===== src/rtl/guitar_pkg.sv =====
// Shared types, constants and helpers for the guitar recorder playback path.
package guitar_pkg;

    localparam int unsigned ADDR_W      = 6;
    localparam int unsigned NOTE_W      = 32;
    localparam int unsigned HP_W        = 19;
    localparam int unsigned NUM_STRINGS = 6;
    localparam int unsigned NUM_FRETS   = 5;
    localparam int unsigned FRET_W      = 3;
    localparam int unsigned MIX_W       = 3;

    typedef enum logic [2:0] {
        ST_IDLE,
        ST_FETCH,
        ST_LOAD,
        ST_HOLD,
        ST_DONE
    } state_t;

    // Decoded note word: which strings sound and at which fret.
    typedef struct packed {
        logic [NUM_STRINGS-1:0]        on;
        logic [NUM_STRINGS*FRET_W-1:0] fret;
    } note_dec_t;

    // Half-period in clk cycles, open strings at {0,5,10,15,19,24} semitones above E2.
    localparam logic [HP_W-1:0] HALF_PERIOD [NUM_STRINGS][NUM_FRETS] = '{
        '{19'd303373, 19'd286346, 19'd270274, 19'd255105, 19'd240787},
        '{19'd227273, 19'd214517, 19'd202477, 19'd191113, 19'd180386},
        '{19'd170262, 19'd160706, 19'd151686, 19'd143173, 19'd135137},
        '{19'd127553, 19'd120394, 19'd113636, 19'd107258, 19'd101238},
        '{19'd101238, 19'd95556,  19'd90193,  19'd85131,  19'd80353 },
        '{19'd75843,  19'd71586,  19'd67569,  19'd63776,  19'd60197 }
    };

    // Bit 6f+s marks fret f on string s; scanning upward lets the highest fret win.
    function automatic note_dec_t note_decode(input logic [NOTE_W-1:0] note);
        note_dec_t d;
        d = '0;
        for (int f = 0; f < int'(NUM_FRETS); f++) begin
            for (int s = 0; s < int'(NUM_STRINGS); s++) begin
                if (note[int'(NUM_STRINGS)*f + s]) begin
                    d.on[s]                    = 1'b1;
                    d.fret[FRET_W*s +: FRET_W] = FRET_W'(f);
                end
            end
        end
        return d;
    endfunction

    // Counter reload value for a string/fret pair; out-of-range frets reload 0.
    function automatic logic [HP_W-1:0] hp_reload(input logic [2:0] s, input logic [2:0] f);
        logic [HP_W-1:0] r;
        r = '0;
        if ((s < 3'(NUM_STRINGS)) && (f < 3'(NUM_FRETS))) begin
            r = HALF_PERIOD[s][f] - HP_W'(1);
        end
        return r;
    endfunction

    // Number of tones currently high.
    function automatic logic [MIX_W-1:0] tone_count(input logic [NUM_STRINGS-1:0] v);
        logic [MIX_W-1:0] c;
        c = '0;
        for (int i = 0; i < int'(NUM_STRINGS); i++) begin
            c = c + MIX_W'(v[i]);
        end
        return c;
    endfunction

endpackage


===== src/rtl/tone_gen.sv =====
// Square-wave generator for one string: down-counter with reload and toggle flop.
module tone_gen
    import guitar_pkg::*;
#(
    parameter int unsigned STR = 0
)
(
    input  logic              clk,
    input  logic              resetn,
    input  logic              on,
    input  logic              restart,
    input  logic [FRET_W-1:0] fret,
    output logic              tone
);

    logic [HP_W-1:0] cnt_q;
    logic [HP_W-1:0] reload_c;

    assign reload_c = hp_reload(3'(STR), fret);

    // Restart or silence parks the counter at its reload value with tone low.
    always_ff @(posedge clk) begin
        if (!resetn) begin
            cnt_q <= '0;
            tone  <= 1'b0;
        end else if (restart || !on) begin
            cnt_q <= reload_c;
            tone  <= 1'b0;
        end else if (cnt_q == '0) begin
            cnt_q <= reload_c;
            tone  <= ~tone;
        end else begin
            cnt_q <= cnt_q - HP_W'(1);
        end
    end

endmodule


===== src/rtl/note_player.sv =====
// Walks note memory one word per beat, decodes strings/frets and drives per-string tones.
module note_player
    import guitar_pkg::*;
(
    input  logic                          clk,
    input  logic                          resetn,
    input  logic                          start,
    input  logic                          stop,
    input  logic                          beat,
    input  logic [ADDR_W-1:0]             last_addr,
    output logic                          rd_en,
    output logic [ADDR_W-1:0]             rd_addr,
    input  logic [NOTE_W-1:0]             rd_data,
    output logic                          playing,
    output logic                          done,
    output logic [NUM_STRINGS-1:0]        string_on,
    output logic [NUM_STRINGS*FRET_W-1:0] string_fret,
    output logic [NUM_STRINGS-1:0]        tone,
    output logic [MIX_W-1:0]              mix
);

    state_t              state_q, state_n;
    logic [ADDR_W-1:0]   addr_q, addr_n;
    logic [ADDR_W-1:0]   last_q, last_n;
    note_dec_t           dec_c;
    logic                load_c;
    logic                clr_c;
    logic                restart_c;
    logic [NUM_STRINGS*FRET_W-1:0] gen_fret_c;
    logic                unused_ok;

    assign dec_c     = note_decode(rd_data);
    assign unused_ok = &{1'b0, rd_data[NOTE_W-1:NOTE_W-2]};

    // State and address registers.
    always_ff @(posedge clk) begin
        if (!resetn) begin
            state_q <= ST_IDLE;
            addr_q  <= '0;
            last_q  <= '0;
        end else begin
            state_q <= state_n;
            addr_q  <= addr_n;
            last_q  <= last_n;
        end
    end

    // Next-state logic; stop overrides every transition.
    always_comb begin
        state_n   = state_q;
        addr_n    = addr_q;
        last_n    = last_q;
        load_c    = 1'b0;
        clr_c     = 1'b0;
        restart_c = 1'b0;
        case (state_q)
            ST_IDLE: begin
                if (start) begin
                    state_n = ST_FETCH;
                    addr_n  = '0;
                    last_n  = last_addr;
                end
            end
            ST_FETCH: state_n = ST_LOAD;
            ST_LOAD: begin
                state_n = ST_HOLD;
                load_c  = 1'b1;
            end
            ST_HOLD: begin
                if (beat) begin
                    if (addr_q == last_q) begin
                        state_n = ST_DONE;
                    end else begin
                        state_n = ST_FETCH;
                        addr_n  = addr_q + ADDR_W'(1);
                    end
                end
            end
            ST_DONE: state_n = ST_IDLE;
            default: state_n = ST_IDLE;
        endcase
        if (stop) begin
            state_n = ST_IDLE;
        end
        clr_c     = stop || (state_n == ST_DONE);
        restart_c = load_c || clr_c;
    end

    // Registered outputs, derived from the state being entered.
    always_ff @(posedge clk) begin
        if (!resetn) begin
            rd_en       <= 1'b0;
            rd_addr     <= '0;
            playing     <= 1'b0;
            done        <= 1'b0;
            string_on   <= '0;
            string_fret <= '0;
            mix         <= '0;
        end else begin
            rd_en   <= (state_n == ST_FETCH);
            rd_addr <= addr_n;
            playing <= (state_n == ST_FETCH) || (state_n == ST_LOAD) || (state_n == ST_HOLD);
            done    <= (state_n == ST_DONE);
            mix     <= tone_count(tone);
            if (clr_c) begin
                string_on   <= '0;
                string_fret <= '0;
            end else if (load_c) begin
                string_on   <= dec_c.on;
                string_fret <= dec_c.fret;
            end
        end
    end

    // Generators reload with the incoming note's frets while it is being loaded.
    assign gen_fret_c = load_c ? dec_c.fret : string_fret;

    for (genvar s = 0; s < int'(NUM_STRINGS); s++) begin : g_tone
        tone_gen #(
            .STR(s)
        ) u_tone (
            .clk     (clk),
            .resetn  (resetn),
            .on      (string_on[s]),
            .restart (restart_c),
            .fret    (gen_fret_c[FRET_W*s +: FRET_W]),
            .tone    (tone[s])
        );
    end

endmodule


===== config.mk =====
export PLATFORM = sky130hd
export DESIGN_NAME = note_player
export DESIGN_NICKNAME = d
export VERILOG_FILES = /design/src/rtl/guitar_pkg.sv /design/src/rtl/tone_gen.sv /design/src/rtl/note_player.sv
export SDC_FILE = /design/constraint.sdc
export NUM_CORES = 1
export LEC_CHECK = 0
export CELL_PAD_IN_SITES_DETAIL_PLACEMENT = 0
export CELL_PAD_IN_SITES_GLOBAL_PLACEMENT = 2
export CORE_ASPECT_RATIO = 0.75
export CORE_UTILIZATION = 36
export DETAILED_ROUTE_END_ITERATION = 7
export MAX_ROUTING_LAYER = met4
export PLACE_DENSITY = 0.89
export SETUP_SLACK_MARGIN = 0.3
export SKIP_LAST_GASP = 1
export SLEW_MARGIN = 25
export SYNTH_ARGS = -nofsm -noshare
export SYNTH_HDL_FRONTEND = slang
export SYNTH_SLANG_ARGS = --single-unit

===== constraint.sdc =====
create_clock -name clk -period 3.95 [get_ports clk]
set_input_delay 0.79 -clock clk [delete_from_list [all_inputs] [get_ports clk]]
set_output_delay 0.79 -clock clk [all_outputs]
set_load 0.03 [all_outputs]

==> out/metrics.cfg <==
[synthesis]
ys_warn_count=0
syn_inst=1121
netlist_area_sq_um=9500
yosysSeqAreaShare_pct=34.8
ys.flop_type=dfxtp_1
syn_nets=1201
yosysUniqueCellTypes=80
synth_edf_count=0
ys_ff_latch=165
avgSynthCellArea_sq_um=8.47
synthArstFlopShare_pct=0

[cells_and_area]
drive_above_1_share_pct=8.13
final_cell_mix=165 x dfxtp_1, 96 x nor2_1, 81 x clkdlybuf4s50_1
area.growth.synth_to_final_pct=19.9
antenna_cells=0
nFillCells=2585
fin_nets=1273
layout_commonest_cell=dfxtp_1

[cts]
cts_htree_levels=4
cts_buffer_depth=2
post_cts_resized=0
insertion_delay_ns=0.44
clk_pin_slew_ns=0.07
cts_made_buffers=17
cts.hold.buffers_added=0
cts_root_buffer=clkbuf_16
post_cts_buffers=0
cts_tree=done
clock_sinks=165

[run_status]
status=finished clean

[grt]
grt_pass1_wl_um=42100
overflow=0
grt_pass1_vias=7772
track_usage_pct=20.3
grt_max_degree=47
antenna_found_initial=0

[route]
drc=0
drt.antenna.violating_nets=0
viasPerCell=5.44
num_vias=8435
detail_route.iter0.violations=732
dr.pass1.iters=5
wl_per_cell_um=17.0
routed_wl_um=26300

[pwr]
max-vdd-ir-drop_v=0.000311
powerDensity_nw_per_um2=357
swShare_pct=26.2
combPwrFrac_pct=12.2
internal-power_uw=3000
p_leak_uw=0.00428
p_clk_share_pct=44.3
seqPwrFrac_pct=43.5
power_switching_uw=1060

[die]
die_width_um=190
die-area_sq_um=27100
ios=85
design.core.area_sq_um=25900
die_h_um=143
start_util_pct=36.7
rows=51

[timing]
worstMarginPinSlew_ns=0.954
fin_skew_ns=0.0119
rsz0062_at_grt=false
finalHoldViolCount=0
maxSlewViolCount=0
tns_ns=0
setup_ws_ns=0.631
setup_viol=0
min_period_ns=3.32
relSlewSlack_pct=36.2
finalCritPeriodShare_pct=84.0
max_freq_mhz=301

[setup_path]
critical_path_class=reg2reg
cp_data_required_time_ns=4.30
cp-end-kind=flip-flop
worstPathArrival_ns=3.67
start_kind=flip-flop
cp_max_fo=18

[placement]
gp_congestion=0.811
numPortBuffers=82
preCtsSetupSlack_ns=0.563
hpwlAfterDp_um=19000

[run]
maxCapViolCount=0

[hold_path]
worstHoldPathType=reg2reg

## cell type report
type | instances | area (sq um) | share of cell area (%)
clock inverter | 14 | 200 | 1.76
sequential | 165 | 3300 | 29.0
inverter | 52 | 195 | 1.71
timing repair buffer | 118 | 1110 | 9.75
clock buffer | 18 | 429 | 3.77
multi-input combinational | 839 | 5720 | 50.2
tap | 344 | 430 | 3.78
## critical path, cell delays in order, from the launching register on
cell      delay (ns)
dfxtp_1         0.50
or3b_2          0.72
and2_1          0.27
nor2_1          0.42
ha_1            0.34
and2_1          0.16
ha_1            0.21
or3_1           0.37
a311oi_1        0.25
## path summary, 6_finish.rpt
kind / startpoint / depth (start not counted) / slack [ns] / to
max: state_q[1]$_SDFF_PN0_ / 8 / 0.63 / g_tone[0].u_tone.cnt_q[2]$_SDFF_PN0_
min: g_tone[5].u_tone.cnt_q[18]$_SDFF_PN0_ / 1 / 0.46 / g_tone[5].u_tone.cnt_q[18]$_SDFF_PN0_
max reg2reg: state_q[1]$_SDFF_PN0_ / 8 / 0.63 / g_tone[0].u_tone.cnt_q[2]$_SDFF_PN0_
min reg2reg: g_tone[5].u_tone.cnt_q[18]$_SDFF_PN0_ / 1 / 0.46 / g_tone[5].u_tone.cnt_q[18]$_SDFF_PN0_
## cells by family (layout without fill, tap and decap cells)
group | Yosys count | count (layout) | synth area share, %
mux | 19 | 19 | 2.08
buf+inv | 117 | 202 | 5.28
fa+ha+maj | 37 | 37 | 5.11
compound gates | 276 | 276 | 20.7
other cells | 1 | 1 | 0.0395
flops | 165 | 165 | 34.8
xor+xnor | 108 | 108 | 9.96
simple gates | 398 | 398 | 22.1
## synth_stat cells, types with 19 or more instances
| master | n | area share (%) |
|---|---|---|
| nor2_1 | 96 | 3.8 |
| xor2_1 | 37 | 3.4 |
| ha_1 | 34 | 4.5 |
| dfxtp_1 | 165 | 35 |
| o211ai_1 | 19 | 1.5 |
| nand3_1 | 45 | 2.4 |
| inv_1 | 51 | 2.0 |
| clkbuf_1 | 41 | 1.6 |
| a211oi_1 | 42 | 3.3 |
| o21ai_0 | 21 | 1.1 |
| a21oi_1 | 67 | 3.5 |
| nor4_1 | 33 | 2.2 |
| xnor2_1 | 71 | 6.5 |
| nor3_1 | 40 | 2.1 |
| nand2_1 | 65 | 2.6 |
## routing by layer
layer | GRT usage, % | routed length, um
met1 | 29.9 | 14200
met2 | 28.0 | 10700
met3 | 3.74 | 1190
met4 | 4.84 | 220
met5 | - | 0
## metrics by stage
step / cell area [sq um] / hold slack (ns) / util [%] / std cells / power (uW)
3_3_place_gp: 10800 / 0.453 / 41.5 / 1518 / 2290
2_1_floorplan: 9500 / 0.436 / - / 1121 / 2120
3_5_place_dp: 10800 / 0.457 / 41.5 / 1518 / 2290
4_1_cts: 11400 / 0.464 / 44.0 / 1550 / 4100
5_1_grt: 11400 / 0.477 / 44.0 / 1550 / 4230
6_report: 11400 / 0.462 / 44.0 / 1550 / 4060
## power by group through the flow
stage | Sequential (uW) | Clock, uW | Combinational [uW]
2_1_floorplan | 1790 | 0 | 325
3_3_place_gp | 1800 | 0 | 490
3_5_place_dp | 1800 | 0 | 490
4_1_cts | 1770 | 1840 | 494
5_1_grt | 1770 | 1910 | 545
6_report | 1770 | 1800 | 494
## registers in the layout, summed over array words and instances (netlist names)
register / count
g_tone.u_tone.cnt_q: 114
string_fret: 18
g_tone.u_tone.tone: 6
last_q: 6
rd_addr: 6
string_on: 6
mix: 3
state_q: 3
done: 1
playing: 1
rd_en: 1
Power figures use the tool's default switching activity.
